File: src/rtl/arb_pkg.sv
// Shared types and constants for the 4-way round-robin arbiter.
// The state encoding is fixed (IDLE=0, GRANT=1) so it can be decoded outside the arbiter.
package arb_pkg;

  localparam int NUM_REQ = 4;
  localparam int IDX_W   = 2;
  localparam int HOLD_W  = 8;

  typedef enum logic {
    IDLE  = 1'b0,
    GRANT = 1'b1
  } arb_state_e;

  typedef logic [NUM_REQ-1:0] req_vec_t;
  typedef logic [IDX_W-1:0]   req_idx_t;
  typedef logic [HOLD_W-1:0]  hold_cnt_t;

  function automatic req_vec_t idx_to_onehot(input req_idx_t idx);
    return req_vec_t'(1) << idx;
  endfunction

endpackage

File: src/rtl/rr_pick4.sv
// Rotating-priority select: the first set request at or after ptr, wrapping modulo 4.
// Purely combinational; all registering happens in the arbiter.
module rr_pick4
  import arb_pkg::*;
(
  input  logic [3:0] req,
  input  logic [1:0] ptr,
  output logic [3:0] pick,
  output logic [1:0] pick_id,
  output logic       pick_valid
);

  req_idx_t cand;

  // NOTE: every signal driven here is assigned a default first, so no path
  // through the block leaves it unassigned and no latch is inferred.
  always_comb begin
    pick       = '0;
    pick_id    = '0;
    pick_valid = 1'b0;
    cand       = '0;
    // Scan from the farthest offset down so the nearest hit to ptr wins last.
    for (int i = NUM_REQ - 1; i >= 0; i--) begin
      cand = ptr + IDX_W'(i);
      if (req[cand]) begin
        pick_id    = cand;
        pick_valid = 1'b1;
      end
    end
    if (pick_valid) begin
      pick = idx_to_onehot(pick_id);
    end
  end

endmodule

File: src/rtl/rr_arbiter4.sv
// Four-requester round-robin arbiter with a bounded hold time per grant.
// Every release passes through one idle cycle before the next grant is issued.
module rr_arbiter4
  import arb_pkg::*;
#(
  parameter int MAX_HOLD = 8
) (
  input  logic       clk,
  input  logic       rst_n,
  input  logic       en,
  input  logic [3:0] req,
  output logic [3:0] gnt,
  output logic [1:0] gnt_id,
  output logic       gnt_valid
);

  localparam hold_cnt_t HOLD_LIMIT = HOLD_W'(MAX_HOLD);

  arb_state_e state, state_d;
  req_idx_t   owner, owner_d;
  req_idx_t   ptr, ptr_d;
  hold_cnt_t  hold_cnt, hold_cnt_d;
  req_vec_t   gnt_d;
  req_idx_t   gnt_id_d;
  logic       gnt_valid_d;

  req_vec_t   pick;
  req_idx_t   pick_id;
  logic       pick_valid;

  rr_pick4 u_pick (
    .req        (req),
    .ptr        (ptr),
    .pick       (pick),
    .pick_id    (pick_id),
    .pick_valid (pick_valid)
  );

  always_comb begin
    state_d     = state;
    owner_d     = owner;
    ptr_d       = ptr;
    hold_cnt_d  = hold_cnt;
    gnt_d       = gnt;
    gnt_id_d    = gnt_id;
    gnt_valid_d = gnt_valid;

    case (state)
      IDLE: begin
        if (en && pick_valid) begin
          state_d     = GRANT;
          owner_d     = pick_id;
          hold_cnt_d  = hold_cnt_t'(1);
          gnt_d       = pick;
          gnt_id_d    = pick_id;
          gnt_valid_d = 1'b1;
        end else begin
          gnt_d       = '0;
          gnt_id_d    = '0;
          gnt_valid_d = 1'b0;
        end
      end

      GRANT: begin
        if (!en || !req[owner] || hold_cnt >= HOLD_LIMIT) begin
          state_d     = IDLE;
          hold_cnt_d  = '0;
          gnt_d       = '0;
          gnt_id_d    = '0;
          gnt_valid_d = 1'b0;
          // An enable drop aborts without rotating, so the same owner wins again.
          if (en) begin
            ptr_d = owner + req_idx_t'(1);
          end
        end else begin
          hold_cnt_d = hold_cnt + hold_cnt_t'(1);
        end
      end

      default: begin
        state_d     = IDLE;
        hold_cnt_d  = '0;
        gnt_d       = '0;
        gnt_id_d    = '0;
        gnt_valid_d = 1'b0;
      end
    endcase
  end

  // NOTE: state registers use non-blocking assignments so every flop samples
  // the pre-edge values, independent of statement order.
  always_ff @(posedge clk or negedge rst_n) begin
    if (!rst_n) begin
      state     <= IDLE;
      owner     <= '0;
      ptr       <= '0;
      hold_cnt  <= '0;
      gnt       <= '0;
      gnt_id    <= '0;
      gnt_valid <= 1'b0;
    end else begin
      state     <= state_d;
      owner     <= owner_d;
      ptr       <= ptr_d;
      hold_cnt  <= hold_cnt_d;
      gnt       <= gnt_d;
      gnt_id    <= gnt_id_d;
      gnt_valid <= gnt_valid_d;
    end
  end

endmodule
File: config.mk
export PLATFORM = sky130hd
export DESIGN_NAME = rr_arbiter4
export DESIGN_NICKNAME = d
export VERILOG_FILES = /design/src/rtl/arb_pkg.sv /design/src/rtl/rr_pick4.sv /design/src/rtl/rr_arbiter4.sv
export SDC_FILE = /design/constraint.sdc
export NUM_CORES = 1
export LEC_CHECK = 0
export CORE_ASPECT_RATIO = 1.1
export CORE_UTILIZATION = 50
export DETAILED_ROUTE_END_ITERATION = 8
export DONT_BUFFER_PORTS = 1
export SLEW_MARGIN = 0
export SYNTH_ARGS = -nofsm -noshare
export SYNTH_HDL_FRONTEND = slang
export SYNTH_SLANG_ARGS = --single-unit
File: constraint.sdc
create_clock -name clk -period 1.82 [get_ports clk]
set_clock_uncertainty 0.05 [all_clocks]
set_input_delay 0.546 -clock clk [delete_from_list [all_inputs] [get_ports clk]]
set_output_delay 0.546 -clock clk [all_outputs]
set_load 0.01 [all_outputs]
**Word-level counts from Yosys, hierarchy flattened**

Cells that the tools add are included.

- Bits in registers: 20
- Latch bits: 0
- RAM bits: 0
- Bits in read-only memories: 0
- Output and inout port bits: 7
- Memories kept: 0

- $add $sub $neg: 5
- Multiply operators: 0
- Divide/modulo/power cells: 0
- Magnitude comparators: 6
- Equal/unequal tests: 2
- Shift operators: 1
- Mux-type cells: 33
- Bitwise logic cells: 1
- Reductions and logical operators: 7

Operators by type and width:

| cell | count |
|---|---|
| two-way mux 8 bit | 2 |
| case mux 8 bit (2 select lines) | 1 |
| < comparator 2 x 3 -> 1 bit (second input constant) | 5 |
| two-way mux 1 bit | 12 |
| two-way mux 2 bit | 6 |
| two-way mux 4 bit | 3 |
| binary-select mux 1 bit (select 2 bit) | 5 |
| adder 8 x 1 -> 8 bit (second input constant) | 1 |
| greater-or-equal comparator 8 x 4 -> 1 bit (second input constant) | 1 |
| case mux 4 bit (2 select lines) | 1 |
| adder 2 x 1 -> 2 bit (second input constant) | 2 |
| adder 2 bit (second input constant) | 2 |
| case mux 1 bit (2 select lines) | 2 |
| case mux 2 bit (2 select lines) | 1 |
| << shifter 1 x 2 -> 4 bit (first input constant) | 1 |
| AND reduction 3 bit | 1 |
| logical NOT 1 bit | 2 |
| logical OR 1 bit | 2 |
| != test 2 x 1 -> 1 bit (second input constant) | 1 |
| != test 2 bit (second input constant) | 1 |
| AND reduction 2 bit | 1 |
| logical AND 1 bit | 1 |
| inverter 1 bit | 1 |

**Longest topological paths before layout**

Gate-level depths: netlist of run 1.

- Word-level depth: 11
- Gate-level depth with buffers: 5

**By module**

From an unflattened synthesis of run 1, not the netlist that was laid out.

- Cells, all modules: 93
- Area total of the unflattened synthesis: 1,017.2 sq um

Modules (own cells, without submodules):

| module | times used | cells an instance | area an instance (sq um) |
|---|---|---|---|
| rr_arbiter4 | 1 | 64 | 834.6 |
| rr_pick4 | 1 | 29 | 182.7 |

**Least setup slack after synthesis of run 1**

OpenSTA, ideal clock, no wires.

- Kind: input to register
- Start point: in req[3]
- End point: reg state
- Arrival: 1.511 ns
- Path slack: 0.135 ns
- Stages on the path: 4
- Cell sequence: mux4_2 and4_4 buf_6 or2_1

- Longest elaborated chain between the ends: 9
- Elaborated cells between the ends (all ways): 21
- Classes of those cells: mux (17); reduce/logical (4)

RTL lines:

| what | line | text |
|---|---|---|
| from (decl) | rr_arbiter4.sv:11 | `input logic [3:0] req,` |
| binary-select mux 1 bit (select 2 bit) | rr_pick4.sv:25 | `if (req[cand]) begin` |
| two-way mux 1 bit (not written as such) | rr_pick4.sv:25 |  |
| two-way mux 1 bit (4 in a row) | rr_pick4.sv:25 |  |
| logical AND 1 bit | rr_arbiter4.sv:50 | `if (en && pick_valid) begin` |
| two-way mux 1 bit | rr_arbiter4.sv:50 |  |
| case mux 1 bit (2 select lines) * | rr_arbiter4.sv:48 | `case (state)` |
| named net state_d | rr_arbiter4.sv:19 | `arb_state_e state, state_d;` |
| to (signal assigned) | rr_arbiter4.sv:102 | `state <= state_d;` |
| to (decl) | rr_arbiter4.sv:19 |  |

The timed path passes the listed nets; every way through them passes the cells marked *. The select of a mux whose other input is x is not followed.
A chain may end at the register's enable or synchronous reset.

**Final worst setup path of run 1**

- Start point: reg ptr[1]
- End point: reg gnt[0]

- Longest elaborated chain between the ends: 11
- Elaborated cells between the ends (all ways): 24
- Classes of those cells: add/sub (3); shift (1); mux (19); reduce/logical (1)

RTL lines:

| what | line | text |
|---|---|---|
| from (decl) | rr_arbiter4.sv:21 | `req_idx_t ptr, ptr_d;` |
| from (signal assigned) | rr_arbiter4.sv:104 | `ptr <= ptr_d;` |
| adder 2 bit | rr_pick4.sv:24 | `cand = ptr + IDX_W'(i);` |
| binary-select mux 1 bit (select 2 bit) | rr_pick4.sv:25 |  |
| two-way mux 1 bit (not written as such) | rr_pick4.sv:25 |  |
| two-way mux 2 bit (4 in a row) | rr_pick4.sv:25 |  |
| << shifter 1 x 2 -> 4 bit | arb_pkg.sv:19 | `return req_vec_t'(1) << idx;` |
| two-way mux 4 bit | rr_pick4.sv:30 | `if (pick_valid) begin` |
| two-way mux 4 bit * | rr_arbiter4.sv:50 |  |
| case mux 4 bit (2 select lines) * | rr_arbiter4.sv:48 |  |
| to (signal assigned) | rr_arbiter4.sv:106 | `gnt <= gnt_d;` |
| to (decl) | rr_arbiter4.sv:12 | `output logic [3:0] gnt,` |

Every way passes the cells marked *; elsewhere a longest branch is shown, timed or not. The select of a mux whose other input is x is not followed.

==> results.cfg, run 1 <==
[worst_setup_path]
critPathCaptureType = register
worst-setup-path-type = register to register
start_kind = register
r2r_end = gnt[0]$_DFFE_PN0P_
r2r_slack_ps = 210
crit_fanout = 7
worstReg2RegStart = ptr[1]$_DFFE_PN0P_
worstPathArrival_ps = 1760
r2r_cells = 4
worstPathRequired_ps = 1970

[pwr]
power_density_nw_per_um2 = 1310
ir_drop_v = 0.000720
leakagePower_uw = 0.000461

[clock_tree]
htree_levels = 1
cts_tree = built
cts_sinks = 20
postCtsSetupBuffers = 0
clk_pin_slew_worst_paths_ps = 120
clockRootBuffer = clkbuf_4
cts_buffers = 3
postCtsResizedCells = 0
clock_path_buffers = 2
cts-hold-fix-buffers = 1
clk_latency_ps = 300

[floorplan]
fp.coreArea_um2 = 1780
die_h_um = 47.5
die_width_um = 43.3
initial_utilization_pct = 52.7
ios = 14
dieArea_um2 = 2060
row_count = 16

[timing]
setup_viol = 0
max-slew-margin-rel_pct = 40.1
final.setup.tns_ps = 0
post-route-period-util_pct = 88.3
fin_ws_ps = 212
drv_slew = 0
holdWs_ps = 452
hold_viol = 0
fmax_ghz = 0.622
worst_pin_slew_ps = 896
rsz0062_at_grt = false
post-route-min-period_ps = 1610

[min_path]
hold_class = register to register
hold-path-cell-count = 1
hold_path_end = hold_cnt[5]$_DFFE_PN0P_
hp-start = hold_cnt[5]$_DFFE_PN0P_

[cells_and_area]
fillers = 164
regArea_um2 = 500
areaGrowthSynthToFinish_pct = 6.66
fin_nets = 98
layout-drive-gt1-share_pct = 13.6
antenna_cells = 0
multi_input_comb_area_um2 = 402

[synth]
synth-seq-cells = 20
yosys_warnings = 0
synthCells = 86
synth_nets = 95
synth_area_per_cell_um2 = 10.9
async_flop_share_pct = 100
ys_types = 34
synthesis.area_um2 = 940
yosysSeqAreaShare_pct = 53.3
synth-edff-count = 0
synth-main-ff-cell = dfrtp_1

[status]
status = finished clean

[routing]
vias_per_cell = 6.16
vias = 653
drt-total-wl_mm = 1.68
drc = 0
drt_iter0_drc = 6
drt_first_pass_iters = 4
wl_per_cell_um = 15.9
final_antenna_net_count = 0

[grt]
grt_pass1_wl_mm = 2.74
grt_use_total_pct = 18.2
grt_start_max_net_pins = 21
grt_pass1_vias = 616
overflow = 0
antenna_found_initial = 0

[place]
dp_hpwl_mm = 1.18
gp_congestion = 0.915
post-place-ws_ps = 112
io_buffers = 0

[run]
maxCapViolCount = 0
-- where the power goes --
group	switching, uW	total (uW)	internal [uW]
registers	111	648	537
logic	154	303	150
clock network	140	362	222
-- cells by family after synthesis --
| kind of cell | count (synthesis) | share of synthesized area (%) |
|---|---|---|
| multiplexers | 2 | 3.46 |
| XOR/XNOR | 1 | 0.932 |
| adder cells (fa/ha/maj) | 2 | 2.66 |
| AND/OR/NAND/NOR | 31 | 16.9 |
| flip-flops | 20 | 53.3 |
| AO/OA/AOI/OAI | 23 | 18.8 |
| buffers and inverters | 7 | 3.99 |
-- cell type report --
class	instances	area share [%]
inverters	4	1.50
clock buffers	3	2.25
clock inverters	1	3.00
repair buffers	1	0.999
well taps	18	2.25
multi-input cells	59	40.1
flip-flops and latches	20	49.9
-- routing by layer --
layer  track usage, %  vias to the layer above  part of all wire, %  wire length, um
li1                 -                      309                    -                -
met3             4.91                        2                  3.2               53
met4             6.25                        0                 0.54                9
met2             29.7                        8                   47              795
met1             24.1                      334                   49              824
met5                0                        -                    0                0
-- sequential cells by signal, summed over array words and instances, names as in the netlist --
name,count
gnt_valid,1
gnt_id,2
state,1
owner,2
gnt,4
hold_cnt,8
ptr,2
-- worst max-delay path, stage by stage, from the launching register on --
cell	delay, ps
dfrtp_1	470
mux2i_1	150
and2_1	180
or3_1	380
a32o_1	280
-- layout by cell type, fill, tap and decap left out, types with 3 or more instances in the layout --
master,synthesis,final
dfrtp_1,20,20
o21ai_0,4,4
clkbuf_4,0,3
nand2_1,8,8
nor2b_1,3,3
inv_1,4,4
a21oi_1,4,4
nor2_1,7,7
and2_1,4,4
-- cell usage after synthesis, drive strengths merged, types with 2 or more instances --
cell type / count / area [um2]
a41oi: 2 / 17.5
a32o: 2 / 20.0
and2: 4 / 25.0
a21oi: 4 / 20.0
inv: 4 / 15.0
o21ai: 4 / 20.0
nand2: 8 / 30.0
a21o: 3 / 23.8
nor2b: 3 / 18.8
or2: 2 / 12.5
ha: 2 / 25.0
a22o: 2 / 20.0
nand2b: 2 / 12.5
nor2: 7 / 26.3
dfrtp: 20 / 500
buf: 2 / 18.8
-- through the flow --
stage | power (uW) | util, % | cells | area [um2]
after floorplan | 909 | - | 86 | 940
after global placement | 952 | 52.7 | 101 | 940
after global routing | 1410 | 56.3 | 106 | 1000
after CTS | 1330 | 56.3 | 106 | 1000
after detailed placement | 954 | 52.7 | 101 | 940
final | 1310 | 56.3 | 106 | 1000
-- worst max-delay path by stage --
stage	startpoint	slack, ps	cells past startpoint	endpoint
after floorplan	req[3]	130	4	state$_DFF_PN0_
after global placement	req[3]	140	4	gnt[3]$_DFFE_PN0P_
after detailed placement	req[3]	110	4	gnt[3]$_DFFE_PN0P_
after CTS	owner[0]$_DFFE_PN0P_	200	3	gnt[3]$_DFFE_PN0P_
after global routing	owner[0]$_DFFE_PN0P_	120	4	hold_cnt[2]$_DFFE_PN0P_
final	ptr[1]$_DFFE_PN0P_	210	4	gnt[0]$_DFFE_PN0P_
No activity file was read; power rests on OpenSTA's default activity.
==> run 2, diff against run 1 <==
Settings changed: CAP_MARGIN from default to 20.
==> results of run 2 <==
No change in the layout: final DEF, timing and power equal those of run 1.
==> run 3, diff against run 2 <==
Settings changed: HOLD_SLACK_MARGIN from default to 0.03.
==> results of run 3 <==
No change in the layout: final DEF, timing and power equal those of run 1.
